===== config.mk =====
export PLATFORM = sky130hd
export DESIGN_NAME = nn_input_stage
export DESIGN_NICKNAME = d
export VERILOG_FILES = /design/src/rtl/nn_input_stage.sv
export SDC_FILE = /design/constraint.sdc
export NUM_CORES = 1
export LEC_CHECK = 0
export CAP_MARGIN = 20
export CORE_ASPECT_RATIO = 1.1
export CORE_MARGIN = 4
export CORE_UTILIZATION = 30
export DETAILED_ROUTE_END_ITERATION = 8
export GPL_ROUTABILITY_DRIVEN = 1
export PLACE_DENSITY_LB_ADDON = 0.12
export SETUP_SLACK_MARGIN = 0.02
export SKIP_LAST_GASP = 1
export SYNTH_ARGS = -nofsm -noshare
export SYNTH_HDL_FRONTEND = slang
export SYNTH_SLANG_ARGS = --single-unit

===== constraint.sdc =====
create_clock -name clk -period 2.05 [get_ports clk]
set_input_delay 0.3075 -clock clk [delete_from_list [all_inputs] [get_ports clk]]
set_output_delay 0.3075 -clock clk [all_outputs]
set_load 0.01 [all_outputs]

===== src/rtl/nn_input_stage.sv =====
// rtl/nn_input_stage.sv - byte-stream front-end assembling 4-sample frames into signed input vectors
module nn_input_stage #(
    parameter int OFFSET = 128,
    parameter int ERRW   = 8
) (
    input  logic                    clk,
    input  logic                    reset,
    input  logic [7:0]              s_data,
    input  logic                    s_valid,
    input  logic                    s_last,
    output logic                    s_ready,
    output logic signed [8:0]       x0,
    output logic signed [8:0]       x1,
    output logic signed [8:0]       x2,
    output logic signed [8:0]       x3,
    output logic                    m_valid,
    input  logic                    m_ready,
    input  logic                    err_clr,
    output logic                    err,
    output logic [ERRW-1:0]         err_cnt
);

    typedef enum logic [1:0] {
        ST_COLLECT,
        ST_RESYNC,
        ST_PENDING
    } state_t;

    localparam logic [8:0] OFF9 = 9'(OFFSET);

    state_t            state_q, state_d;
    logic [1:0]        idx_q, idx_d;
    logic [8:0]        asm_q [4];
    logic [8:0]        asm_d [4];
    logic [8:0]        hold_q [4];
    logic [8:0]        hold_d [4];
    logic              m_valid_q, m_valid_d;
    logic              err_q, err_d;
    logic [ERRW-1:0]   err_cnt_q, err_cnt_d;

    logic              accept;
    logic              load;
    logic              err_event;
    logic [8:0]        sample;

    // s_ready depends only on registered state and reset, never on m_ready
    assign s_ready = !reset && (state_q != ST_PENDING);
    assign accept  = s_valid && s_ready;
    assign sample  = {1'b0, s_data} - OFF9;

    always_comb begin
        state_d   = state_q;
        idx_d     = idx_q;
        asm_d     = asm_q;
        load      = 1'b0;
        err_event = 1'b0;
        case (state_q)
            ST_COLLECT: begin
                if (accept) begin
                    asm_d[idx_q] = sample;
                    if (idx_q != 2'd3) begin
                        if (s_last) begin
                            idx_d     = 2'd0;
                            err_event = 1'b1;
                        end else begin
                            idx_d = idx_q + 2'd1;
                        end
                    end else begin
                        idx_d = 2'd0;
                        if (s_last) begin
                            state_d = ST_PENDING;
                        end else begin
                            err_event = 1'b1;
                            state_d   = ST_RESYNC;
                        end
                    end
                end
            end
            ST_RESYNC: begin
                if (accept && s_last) begin
                    state_d = ST_COLLECT;
                    idx_d   = 2'd0;
                end
            end
            ST_PENDING: begin
                if (!m_valid_q || m_ready) begin
                    load    = 1'b1;
                    state_d = ST_COLLECT;
                end
            end
            default: begin
                state_d = ST_COLLECT;
                idx_d   = 2'd0;
            end
        endcase
    end

    // a same-cycle load keeps m_valid high so the consumer sees back-to-back vectors
    always_comb begin
        hold_d    = hold_q;
        m_valid_d = m_valid_q;
        if (load) begin
            hold_d    = asm_q;
            m_valid_d = 1'b1;
        end else if (m_valid_q && m_ready) begin
            m_valid_d = 1'b0;
        end
    end

    always_comb begin
        err_d     = err_q;
        err_cnt_d = err_cnt_q;
        if (err_clr) begin
            err_d     = 1'b0;
            err_cnt_d = '0;
        end else if (err_event) begin
            err_d = 1'b1;
            if (err_cnt_q != {ERRW{1'b1}}) begin
                err_cnt_d = err_cnt_q + ERRW'(1);
            end
        end
    end

    always_ff @(posedge clk) begin
        if (reset) begin
            state_q   <= ST_COLLECT;
            idx_q     <= 2'd0;
            m_valid_q <= 1'b0;
            err_q     <= 1'b0;
            err_cnt_q <= '0;
            for (int i = 0; i < 4; i++) begin
                asm_q[i]  <= 9'd0;
                hold_q[i] <= 9'd0;
            end
        end else begin
            state_q   <= state_d;
            idx_q     <= idx_d;
            m_valid_q <= m_valid_d;
            err_q     <= err_d;
            err_cnt_q <= err_cnt_d;
            asm_q     <= asm_d;
            hold_q    <= hold_d;
        end
    end

    assign x0      = hold_q[0];
    assign x1      = hold_q[1];
    assign x2      = hold_q[2];
    assign x3      = hold_q[3];
    assign m_valid = m_valid_q;
    assign err     = err_q;
    assign err_cnt = err_cnt_q;

endmodule


==> metrics, run 1 <==
Clock H-tree levels=3; clock tree from TritonCTS=done; fraction of registers with async set or reset after synthesis=0%; total global routing overflow=0; sinks on the clock net=78; Post-route DRC=0; most area-hungry cell type in the Yosys netlist=dfxtp_1; total number of vias=2599; critical path depth=1; kind of capture point of the worst setup path=primary output; Critical Path, Cell by Cell=clkdlybuf4s50_1; number of warnings reported in the yosys synthesis log=0; number of antenna diodes=0; total negative setup slack=0 ns; IO buf count=60; Min-Delay Path Class=reg -> reg; critical setup path kind=reg -> out; RD Place Congestion=0.8038; Final min period=1.710 ns; Placement Rows=38; post-synthesis cell count=370; Max FO, Critical Path=7; leading cell types in the layout, fill and taps excluded=nand2_1, dfxtp_1, a21oi_1, clkdlybuf4s50_1, nand3_1; most frequent standard cell in the layout excluding fill and tap cells=nand2_1; Max stage delay cell, worst path=clkdlybuf4s50_1; Worst EP required=1.74 ns; number of cell instances on the worst register-to-register path=5; cell at the root of the clock tree=clkbuf_8; placeable core region=0.009889 mm^2; number of top-level design ports=61; CP Buf/Inv Count=1; count of hold-fix buffers inserted at cts=0; smallest setup slack after layout=0.3399 ns; Post-Syn Nets=389; final setup vio count=0; endpoint arrival time on the critical path=1.40 ns; kind of start point of the critical path=register; measured slew at the worst slew-check pin=0.4605 ns; clock-pin transition on the worst setup and hold timing paths=0.08 ns; worst slack at placement=0.07358 ns; Final Hold Fails=0; final critical-path share of the clock period=83.42%; clock skew=0.01116 ns; setup repair after global routing missed its margin=no; area delta synth->final=30.20%; Clock Path Buffers=2; die boundary width=103.9 um; number of global-route vias before repair=2522; y dimension of the die=113.5 um; static leakage power=0.001293 uW; synth unique cells=32; max-capacitance violation count=0; hold_ws=0.4501 ns; Worst path max stage delay=0.59 ns; Vias per Instance=4.743; average wire length per cell after detail routing=13.41 um; register bit total from synthesis=78; post-detail-place hpwl=5112 um; first drt pass iteration count=4; layout cell share with drive strength beyond 1=6.542%; initial antenna violation count=0; maximum number of pins on one net before global-route repair=43; cell depth of the worst min-delay path=2; cell family contributing the most delay on the critical path=buffers and inverters; All-Layer GR Usage=12.94%; timing-limited maximum frequency=584.8 MHz; total CTS buffers=9; Total Die Area=0.01180 mm^2; largest cells by area after synthesis=dfxtp_1, nand2_1, a21oi_1; total power per unit cell area=716.4 mW/mm^2; starting DRC count in detailed routing=73; cell area after technology mapping=0.003037 mm^2; portion of synthesized cell area occupied by the leading cell type=51.42%; Final ANT Viol Nets=0; total count of max-transition violations in the final report=0; Peak VDD IR=0.0003094 V; initial standard-cell utilization of the core=30.71%; relative slew slack=68.82%; synthesized area per cell=8.207 um^2; number of nets in the finished design=442; sequential cell area fraction in the yosys report=51.42%; total wire length after detailed routing=7349 um; most instantiated flip-flop cell in the synthesis netlist=dfxtp_1; Skew-Pair Late Insertion Delay=0.35 ns; wire length of the first global-routing pass=12350 um; number of enable flip-flop cells after synthesis=0; run status=completed
sequential cells by signal, indices dropped and copies added (netlist names):
signal and cells:
x3 8, idx_q 2, asm_q 32, m_valid 1, x0 8, x2 8, state_q 2, x1 8
err_cnt 8, err 1
tightest hold or removal path: cells and delay by family, from the launching register on:
family | cells | cell delay (ns)
AOI/OAI and AO/OA | 1 | 0.05
DFF | 1 | 0.32
and+or+nand+nor | 1 | 0.05
final cells by class:
type | count | area (um^2)
Sequential cell | 78 | 1563
Clock buffer | 11 | 141.4
Multi-Input combinational cell | 260 | 1335
Tap cell | 120 | 150.1
Timing Repair Buffer | 68 | 683.2
Clock inverter | 5 | 58.81
Inverter | 6 | 22.52
Fill cell | 1033 | 5936
metal layers:
metal | share of wire [%] | track usage, % | vias up
li1 | - | - | 1353
met1 | 45 | 16.14 | 1177
met2 | 48 | 21.46 | 64
met3 | 5.4 | 3.792 | 5
met4 | 0.73 | 4.521 | 0
met5 | 0 | 0 | -
cells in the mapped netlist, types with 2 or more instances:
library cell and count:
nand2_1 100, dfxtp_1 78, a21oi_1 62, nand3_1 25, nor2_1 20, clkbuf_1 16
mux2i_1 11, inv_1 6, nor3_1 6, ha_1 5, a211oi_1 4, buf_2 4
buf_4 4, a311oi_1 3, nand4_1 3, a41oi_1 2, and2_1 2, buf_1 2
nand2b_1 2, nor4_1 2, xor2_1 2
repair_timing:
action | in CTS | in global routing
buffers inserted | 0 | 0
endpoints found under the setup margin | 1 | 1
resized for setup | 1 | 1
hold endpoints to repair | 0 | 0
through the flow:
stage | power [uW] | cell area (um^2) | std cells | util, %
CTS | 2885 | 3951 | 548 | 39.95
finish | 2833 | 3954 | 548 | 39.98
floorplan | 1641 | 3037 | 370 | -
global route | 2968 | 3954 | 548 | 39.98
detailed placement | 1711 | 3750 | 532 | 37.92
global placement | 1709 | 3750 | 532 | 37.92
final timing paths:
check | startpoint | to | slack [ns]
max reg2reg | err_cnt[1] | err_cnt[1] | 0.35
min reg2reg | asm_q[33] | x0[6] | 0.45
max | err_cnt[7] | err_cnt[7] | 0.34
min | asm_q[33] | x0[6] | 0.45
cells by family after synthesis:
| group | synth area share (%) |
|---|---|
| XOR/XNOR | 0.5769 |
| flip-flops | 51.42 |
| AND/OR/NAND/NOR | 24.10 |
| adder cells (fa/ha/maj) | 2.060 |
| multiplexers | 3.626 |
| AO/OA/AOI/OAI | 13.60 |
| buffers and inverters | 4.615 |
where the power goes:
group          internal, uW  switching (uW)
combinational          55.7            84.0
sequential             1530            6.99
clock                   596             564
total                  2180             655
(Power assumes the default switching activity.)
==> inputs of run 2 (changes only) <==
clock period = 1.5 ns   (was 2.05 ns; I/O delays follow)
==> metrics, run 2 (synthesis gave the netlist of run 1 again) <==
run status=completed; placeable core region=0.009889 mm^2; total power per unit cell area=958.8 mW/mm^2; final setup vio count=0; clock skew=0.01182 ns; kind of start point of the critical path=register; Max stage delay cell, worst path=or3_1; relative slew slack=75.73%; Critical Path, Cell by Cell=or3_1 -> nor2_4 -> buf_12 -> mux2i_1 -> nor2_1; worst slack at placement=-0.2346 ns; Cells after DPL=554; RD Place Congestion=0.8132; count of placed standard cells in the final layout, fillers left out=572; Post-route DRC=0; Placement Rows=38; final critical-path share of the clock period=95.12%; Worst path max stage delay=0.44 ns; Clock Path Buffers=2; smallest setup slack after layout=0.07317 ns; post-detail-place hpwl=5419 um; total count of max-transition violations in the final report=0; Clock H-tree levels=3; Peak VDD IR=0.0003658 V; cell at the root of the clock tree=clkbuf_8; initial antenna violation count=0; average wire length per cell after detail routing=13.46 um; layout cell share with drive strength beyond 1=15.71%; kind of capture point of the worst setup path=register; measured slew at the worst slew-check pin=0.3634 ns; Layout Utilization=43.21%; total wire length after detailed routing=7699 um; total CTS buffers=9; clock-pin transition on the worst setup and hold timing paths=0.09 ns; number of top-level design ports=61; y dimension of the die=113.5 um; number of flip-flops in the largest register=32; maximum number of pins on one net before global-route repair=37; setup repair after global routing missed its margin=yes; number of nets in the finished design=466; All-Layer GR Usage=13.38%; most frequent standard cell in the layout excluding fill and tap cells=nand2_1; sinks on the clock net=78; number of global-route vias before repair=2657; number of antenna diodes=0; Vias per Instance=4.790; Final Hold Fails=0; Min-Delay Path Class=in -> reg; cell depth of the worst min-delay path=3; Worst EP required=1.74 ns; timing-limited maximum frequency=700.9 MHz; total number of vias=2740; first drt pass iteration count=4; register bank with the most flops=asm_q; leading cell types in the layout, fill and taps excluded=nand2_1, dfxtp_1, a21oi_1, dlygate4sd2_1; IO buf count=60; clock tree from TritonCTS=done; wire length of the first global-routing pass=12810 um; max-capacitance violation count=0; initial standard-cell utilization of the core=30.71%; count of hold-fix buffers inserted at cts=0; area delta synth->final=40.71%; number of cell instances on the worst register-to-register path=5; static leakage power=0.001899 uW; Skew-Pair Late Insertion Delay=0.36 ns; die boundary width=103.9 um; Total Die Area=0.01180 mm^2; endpoint arrival time on the critical path=1.67 ns; critical setup path kind=reg -> reg; Max FO, Critical Path=9; total global routing overflow=0; starting DRC count in detailed routing=97; Final min period=1.427 ns; Final ANT Viol Nets=0
## run 2: worst paths after layout
| path | slack, ns | startpoint | to |
|---|---|---|---|
| worst min-delay path | 0.38 | reset | err_cnt[4] |
| worst max-delay path | 0.07 | state_q[1] | asm_q[6] |
| worst max register to register | 0.07 | state_q[1] | asm_q[6] |
| worst min register to register | 0.45 | x1[6] | x1[6] |
## run 2: worst max-delay path: cells and delay by family, from the launching register on
kind	cells	cell delay (ns)
buffers and inverters	1	0.14
flip-flops	1	0.35
multiplexers	1	0.18
AND/OR/NAND/NOR	3	0.64
## run 2: final cells by class
class / count / area (um^2)
Fill cell: 1046 / 5617
Sequential cell: 78 / 1572
Multi-Input combinational cell: 260 / 1401
Timing Repair Buffer: 92 / 904.6
Tap cell: 120 / 150.1
Clock buffer: 10 / 127.6
Clock inverter: 6 / 95.09
Inverter: 6 / 22.52
## run 2: routing by layer
layer / global-route usage [%] / part of all wire, % / vias up / wire [um]
met5: 0 / 0 / - / 0
met2: 22.15 / 47 / 64 / 3654
met1: 16.05 / 46 / 1264 / 3567
li1: - / - / 1398 / -
met3: 4.075 / 4.4 / 14 / 339
met4: 6.117 / 1.8 / 0 / 138
## run 2: power by group
group          internal [uW]  leakage, uW  switching [uW]
Sequential              2080     0.000633            9.66
Clock                    953     0.000111             820
Combinational            104      0.00115             127
Total                   3140      0.00190             957
## run 2: timing repair
item / in CTS / in global routing
resized for setup: 37 / 35
buffers inserted: 0 / 1
cloned: 0 / 1
pin swaps: 0 / 2
endpoints found under the setup margin: 31 / 52
## run 2: stage by stage
stage | instance area (um^2) | power (uW) | hold slack, ns | TNS [ns]
finish | 4273 | 4097 | 0.3811 | 0
global route | 4273 | 4284 | 0.4146 | -0.1211
CTS | 4163 | 4155 | 0.3862 | -0.04365
detailed placement | 3968 | 2365 | 0.4489 | -6.607
global placement | 3968 | 2363 | 0.4464 | -6.036
floorplan | 3052 | 2244 | 0.3206 | 0
==> inputs of run 3 (changes only) <==
SLEW_MARGIN = 10   (was unset)
==> results of run 3 <==
The final DEF is identical to that of run 2; final timing and power are the same.
